**config.mk**
```make
export PLATFORM = sky130hd
export DESIGN_NAME = serial_add_ctrl
export DESIGN_NICKNAME = d
export VERILOG_FILES = /design/src/rtl/serial_add_pkg.sv /design/src/rtl/fa_bit.sv /design/src/rtl/serial_add_ctrl.sv
export SDC_FILE = /design/constraint.sdc
export NUM_CORES = 1
export LEC_CHECK = 0
export ABC_AREA = 1
export CAP_MARGIN = 5
export CORE_MARGIN = 5
export CORE_UTILIZATION = 25
export DETAILED_ROUTE_END_ITERATION = 8
export GPL_ROUTABILITY_DRIVEN = 0
export SLEW_MARGIN = 20
export SYNTH_ARGS = -nofsm -noshare
export SYNTH_HDL_FRONTEND = slang
export SYNTH_SLANG_ARGS = --single-unit
```
**constraint.sdc**
```tcl
create_clock -name clk -period 1.35 [get_ports clk]
set_input_delay 0.135 -clock clk [delete_from_list [all_inputs] [get_ports clk]]
set_output_delay 0.135 -clock clk [all_outputs]
set_load 0.01 [all_outputs]
```
**src/rtl/serial_add_pkg.sv**
```systemverilog
// Shared types and constants for the bit-serial adder controller.
package serial_add_pkg;

    localparam int SERIAL_ADD_DEFAULT_WIDTH = 8;

    typedef enum logic [1:0] {
        IDLE = 2'd0,
        RUN  = 2'd1,
        DONE = 2'd2
    } state_e;

endpackage

```
**src/rtl/fa_bit.sv**
```systemverilog
// Single full-adder cell, reused for every bit position of the serial add.
module fa_bit (
    input  logic a,
    input  logic b,
    input  logic ci,
    output logic s,
    output logic co
);

    assign s  = a ^ b ^ ci;
    assign co = (a & b) | (a & ci) | (b & ci);

endmodule

```
**src/rtl/serial_add_ctrl.sv**
```systemverilog
// Bit-serial adder: {cout,sum} = op_a + op_b + cin, LSB first, one fa_bit cell.
// Optional ovf output (two's-complement overflow) enabled by SERIAL_ADD_OVF_EN.
module serial_add_ctrl
    import serial_add_pkg::*;
#(
    parameter int WIDTH = SERIAL_ADD_DEFAULT_WIDTH
) (
    input  logic             clk,
    input  logic             rst_n,
    input  logic             start,
    input  logic [WIDTH-1:0] op_a,
    input  logic [WIDTH-1:0] op_b,
    input  logic             cin,
    output logic             busy,
    output logic             done,
    output logic [WIDTH-1:0] sum,
    output logic             cout
`ifdef SERIAL_ADD_OVF_EN
    ,
    output logic             ovf
`endif
);

    localparam int CW = (WIDTH > 1) ? $clog2(WIDTH) : 1;

    state_e          state;
    state_e          state_next;
    logic            accept;
    logic            last_bit;

    logic [WIDTH-1:0] a_sh;
    logic [WIDTH-1:0] b_sh;
    logic             carry;
    logic [CW-1:0]    cnt;
    logic             fa_s;
    logic             fa_co;

    fa_bit u_fa (
        .a  (a_sh[0]),
        .b  (b_sh[0]),
        .ci (carry),
        .s  (fa_s),
        .co (fa_co)
    );

    assign last_bit = (cnt == CW'(WIDTH - 1));

    always_ff @(posedge clk) begin
        if (!rst_n) begin
            state <= IDLE;
        end else begin
            state <= state_next;
        end
    end

    always_comb begin
        state_next = state;
        accept     = 1'b0;
        busy       = 1'b0;
        done       = 1'b0;
        case (state)
            IDLE: begin
                if (start) begin
                    accept     = 1'b1;
                    state_next = RUN;
                end
            end
            RUN: begin
                busy = 1'b1;
                if (last_bit) begin
                    state_next = DONE;
                end
            end
            DONE: begin
                done = 1'b1;
                if (start) begin
                    accept     = 1'b1;
                    state_next = RUN;
                end else begin
                    state_next = IDLE;
                end
            end
            default: state_next = IDLE;
        endcase
    end

    // Counter holds at WIDTH-1 on the final bit so it never wraps (WIDTH a power of two).
    always_ff @(posedge clk) begin
        if (!rst_n) begin
            a_sh  <= '0;
            b_sh  <= '0;
            carry <= 1'b0;
            cnt   <= '0;
            sum   <= '0;
            cout  <= 1'b0;
`ifdef SERIAL_ADD_OVF_EN
            ovf   <= 1'b0;
`endif
        end else if (accept) begin
            a_sh  <= op_a;
            b_sh  <= op_b;
            carry <= cin;
            cnt   <= '0;
            sum   <= '0;
            cout  <= 1'b0;
`ifdef SERIAL_ADD_OVF_EN
            ovf   <= 1'b0;
`endif
        end else if (state == RUN) begin
            a_sh  <= a_sh >> 1;
            b_sh  <= b_sh >> 1;
            carry <= fa_co;
            sum   <= {fa_s, sum[WIDTH-1:1]};
            if (last_bit) begin
                cout <= fa_co;
`ifdef SERIAL_ADD_OVF_EN
                ovf  <= carry ^ fa_co;
`endif
            end else begin
                cnt <= cnt + CW'(1);
            end
        end
    end

endmodule

```
==> key figures <==
Setup path
  – Critical Path RT: 1.22 ns
  – Crit path arrival time: 1.11 ns
  – CP max stage delay: between 0.3 and 0.4 ns
  – Worst Setup End Kind: output port
  – Critical path's slowest cell: dfxtp_1
  – Crit-path cells: buf_4 > nor2_1 > dlygate4sd2_1
  – Reg2reg setup slack: 0.14 ns
  – Worst path buffer plus inverter count: 2
  – Reg2reg end: a_sh[1]
  – Crit-path leading delay family: buffers and inverters
  – Crit path depth: 3
  – Reg2Reg Launch Point: state[0]
  – Critical path startpoint category: register
  – CP Max Fanout: 4
  – Reg2Reg Depth: 6
  – CP Class: register to output port

Layout
  – Fill count: 635
  – Synth-to-layout area growth: 36.3%
  – Layout cells sized above 1: 0.154
  – Antenna cells: 0
  – Reg area: between 600 and 700 µm²
  – Post-Layout Cell Count: around 320
  – Most frequent cells in the layout: nand2_1, dfxtp_1, inv_1
  – Post-layout util: 0.351
  – Nets: roughly 270
  – Most common cell after layout, fill and taps aside: nand2_1
  – Area occupied by multi-input gates: between 700 and 800 µm²
  – Final instance area: 0.00208 mm²

Clock tree
  – Max H-tree Level: 2
  – # clock sinks: 31
  – CTS tree: done
  – Reg clk slew, reported paths: 0.07 ns
  – CTS Buf Count: 5
  – Hold_buf cts: 0
  – Root Driver: clkbuf_8
  – Clk Latency, worst-skew pair: 0.28 ns
  – Max Root-Sink Buffers: 2

Yosys
  – Ys Warns: 0
  – Asr flop ratio synth: 0
  – Post-synthesis sequential area ratio: 0.407
  – Top cells by area, synth: dfxtp_1, nand2_1, inv_1
  – Synth top area share: 0.407
  – Synthesized instance count: 207
  – Yosys cell types: 24
  – Post-Syn Nets: 230
  – Mapped cell area: around 0.0015 mm²
  – Avg Inst Size Synth: 7.37 µm²
  – Largest area contributor in the netlist: dfxtp_1
  – Number of flops mapped to enable cells by yosys: 0
  – Yosys reg bits: 31
  – Main synth FF type: dfxtp_1

Route
  – Drt first pass iters: 4
  – Detailed-route via count: between 1000 and 1500
  – Routed Antenna Nets: 0
  – Via density: 4.16
  – Final WL: 3.32 mm
  – 1st-iter DRT viols: 37
  – # DRC: 0
  – Drt wl/cell: 10.3 µm

Global routing
  – Antenna violations before repair: 0
  – GRT Overall Usage: 0.0956
  – GR Util met1: 0.124
  – First-pass GRT wire length: 5.84 mm
  – Vias in the first global route: 1284
  – GRT Residual Overflow: 0
  – GR Util met2: 0.143
  – GRT Max-Usage Layer: met2
  – Routing usage on met3: 0.0357
  – Largest net degree at the start of global routing: 28

STA
  – RSZ-0062 raised after global routing: false
  – Slew HR: 0.867
  – Slew Limit Fails: 0
  – Fin crit period: 1.25 ns
  – Max Fclk: 0.801 GHz
  – Period utilisation layout: 0.925
  – Layout Skew: 0.00351 ns
  – Final hold violations: 0
  – # setup viols final: 0
  – Slew @ Worst Pin: between 0.15 and 0.2 ns
  – Final WS setup: 0.101 ns

Die
  – Initial Utilization: 0.258
  – Ports: 31
  – Area of the die: between 0.007 and 0.008 mm²
  – DIE WIDTH: 88.1 µm
  – Core Footprint: 0.00592 mm²
  – Row cnt: 28
  – Die Y: roughly 90 µm

Worst hold path
  – WHS Path Cells: 3
  – Hold_sp: op_a[7]
  – Hold Path Class: input pin to register
  – Hold endpoint: a_sh[7]

Placed design
  – Placed cell area: 0.00194 mm²
  – Placed Cells: 314
  – DP Worst Slack: -0.000965 ns
  – PortBufs: 30
  – Dpl hpwl: 2.33 mm

Power
  – PwrDens: ~1100 mW/mm²
  – Worst VDD drop: 0.690 mV
  – Pleak: 1.08 nW
  – Power after layout: 2.35 mW

Outcome
  – Status: finished clean

Flow run
  – Max cap viols: 0
routing by layer:
metal / vias up / wire length [µm] / share of wire
met5: - / 0 / 0
met4: 0 / 43 / 0.013
met3: 4 / 238 / 0.072
met2: 33 / 1490 / 0.45
met1: 590 / 1550 / 0.47
li1: 714 / - / -
logic make-up after synthesis:
group,synth area share
simple gates,0.327
buf+inv,0.129
flops,0.407
compound gates,0.107
fa+ha+maj,0.0295
power by group:
| group | internal, mW | leakage [nW] | total, mW | switching (mW) |
|---|---|---|---|---|
| sequential | 0.972 | 0.254 | 1.00 | 0.0315 |
| clock | 0.597 | 0.0612 | 0.951 | 0.354 |
| combinational | 0.179 | 0.766 | 0.392 | 0.213 |
| total | 1.75 | 1.08 | 2.35 | 0.599 |
cell type report:
type	count	area share
Sequential cell	31	0.299
Clock inverter	2	0.0169
Clock buffer	6	0.0397
Inverter	33	0.0632
Timing Repair Buffer	38	0.196
Multi-Input combinational cell	137	0.341
Tap cell	75	0.0452
through the flow:
step | hold WS (ns) | TNS [ns]
floorplan | 0.270 | 0
global placement | 0.456 | 0
detailed placement | 0.456 | -0.00278
CTS | 0.402 | 0
global route | 0.400 | 0
finish | 0.408 | 0
registers in the layout (all words and copies together) (netlist names):
name   count
sum        8
cout       1
b_sh       8
a_sh       8
carry      1
state      2
cnt        3
worst min-delay path, delay by kind of cell:
family	cells	cell delay, ns
AO/OA/AOI/OAI	1	0.05
buffers and inverters	1	0.39
AND/OR/NAND/NOR	1	0.06
how the worst max path moves through the flow:
stage             start      to  slack, ns
6_report       state[0]    done       0.10
5_1_grt        state[0]    done      0.008
4_1_cts          sum[5]  sum[5]      0.009
3_5_place_dp      start  sum[5]     -0.001
3_3_place_gp      start  sum[3]       0.02
2_1_floorplan    cnt[0]    cout       0.25
cell usage after synthesis (2+ instances only):
master / instances
ha_1: 2
o21ai_0: 7
inv_2: 3
a21oi_2: 5
nand2_2: 2
dfxtp_1: 31
nand2_4: 2
a21oi_1: 14
o21ai_1: 3
nand2_1: 54
nand3_2: 4
buf_6: 4
nand3_1: 14
nor2_1: 25
inv_1: 28
what timing repair did:
action	in CTS	in global routing
endpoints found under the setup margin	2	10
setup buffers	0	0
gates resized for setup	2	10
Note: power is estimated with default switching activity, not from simulation.
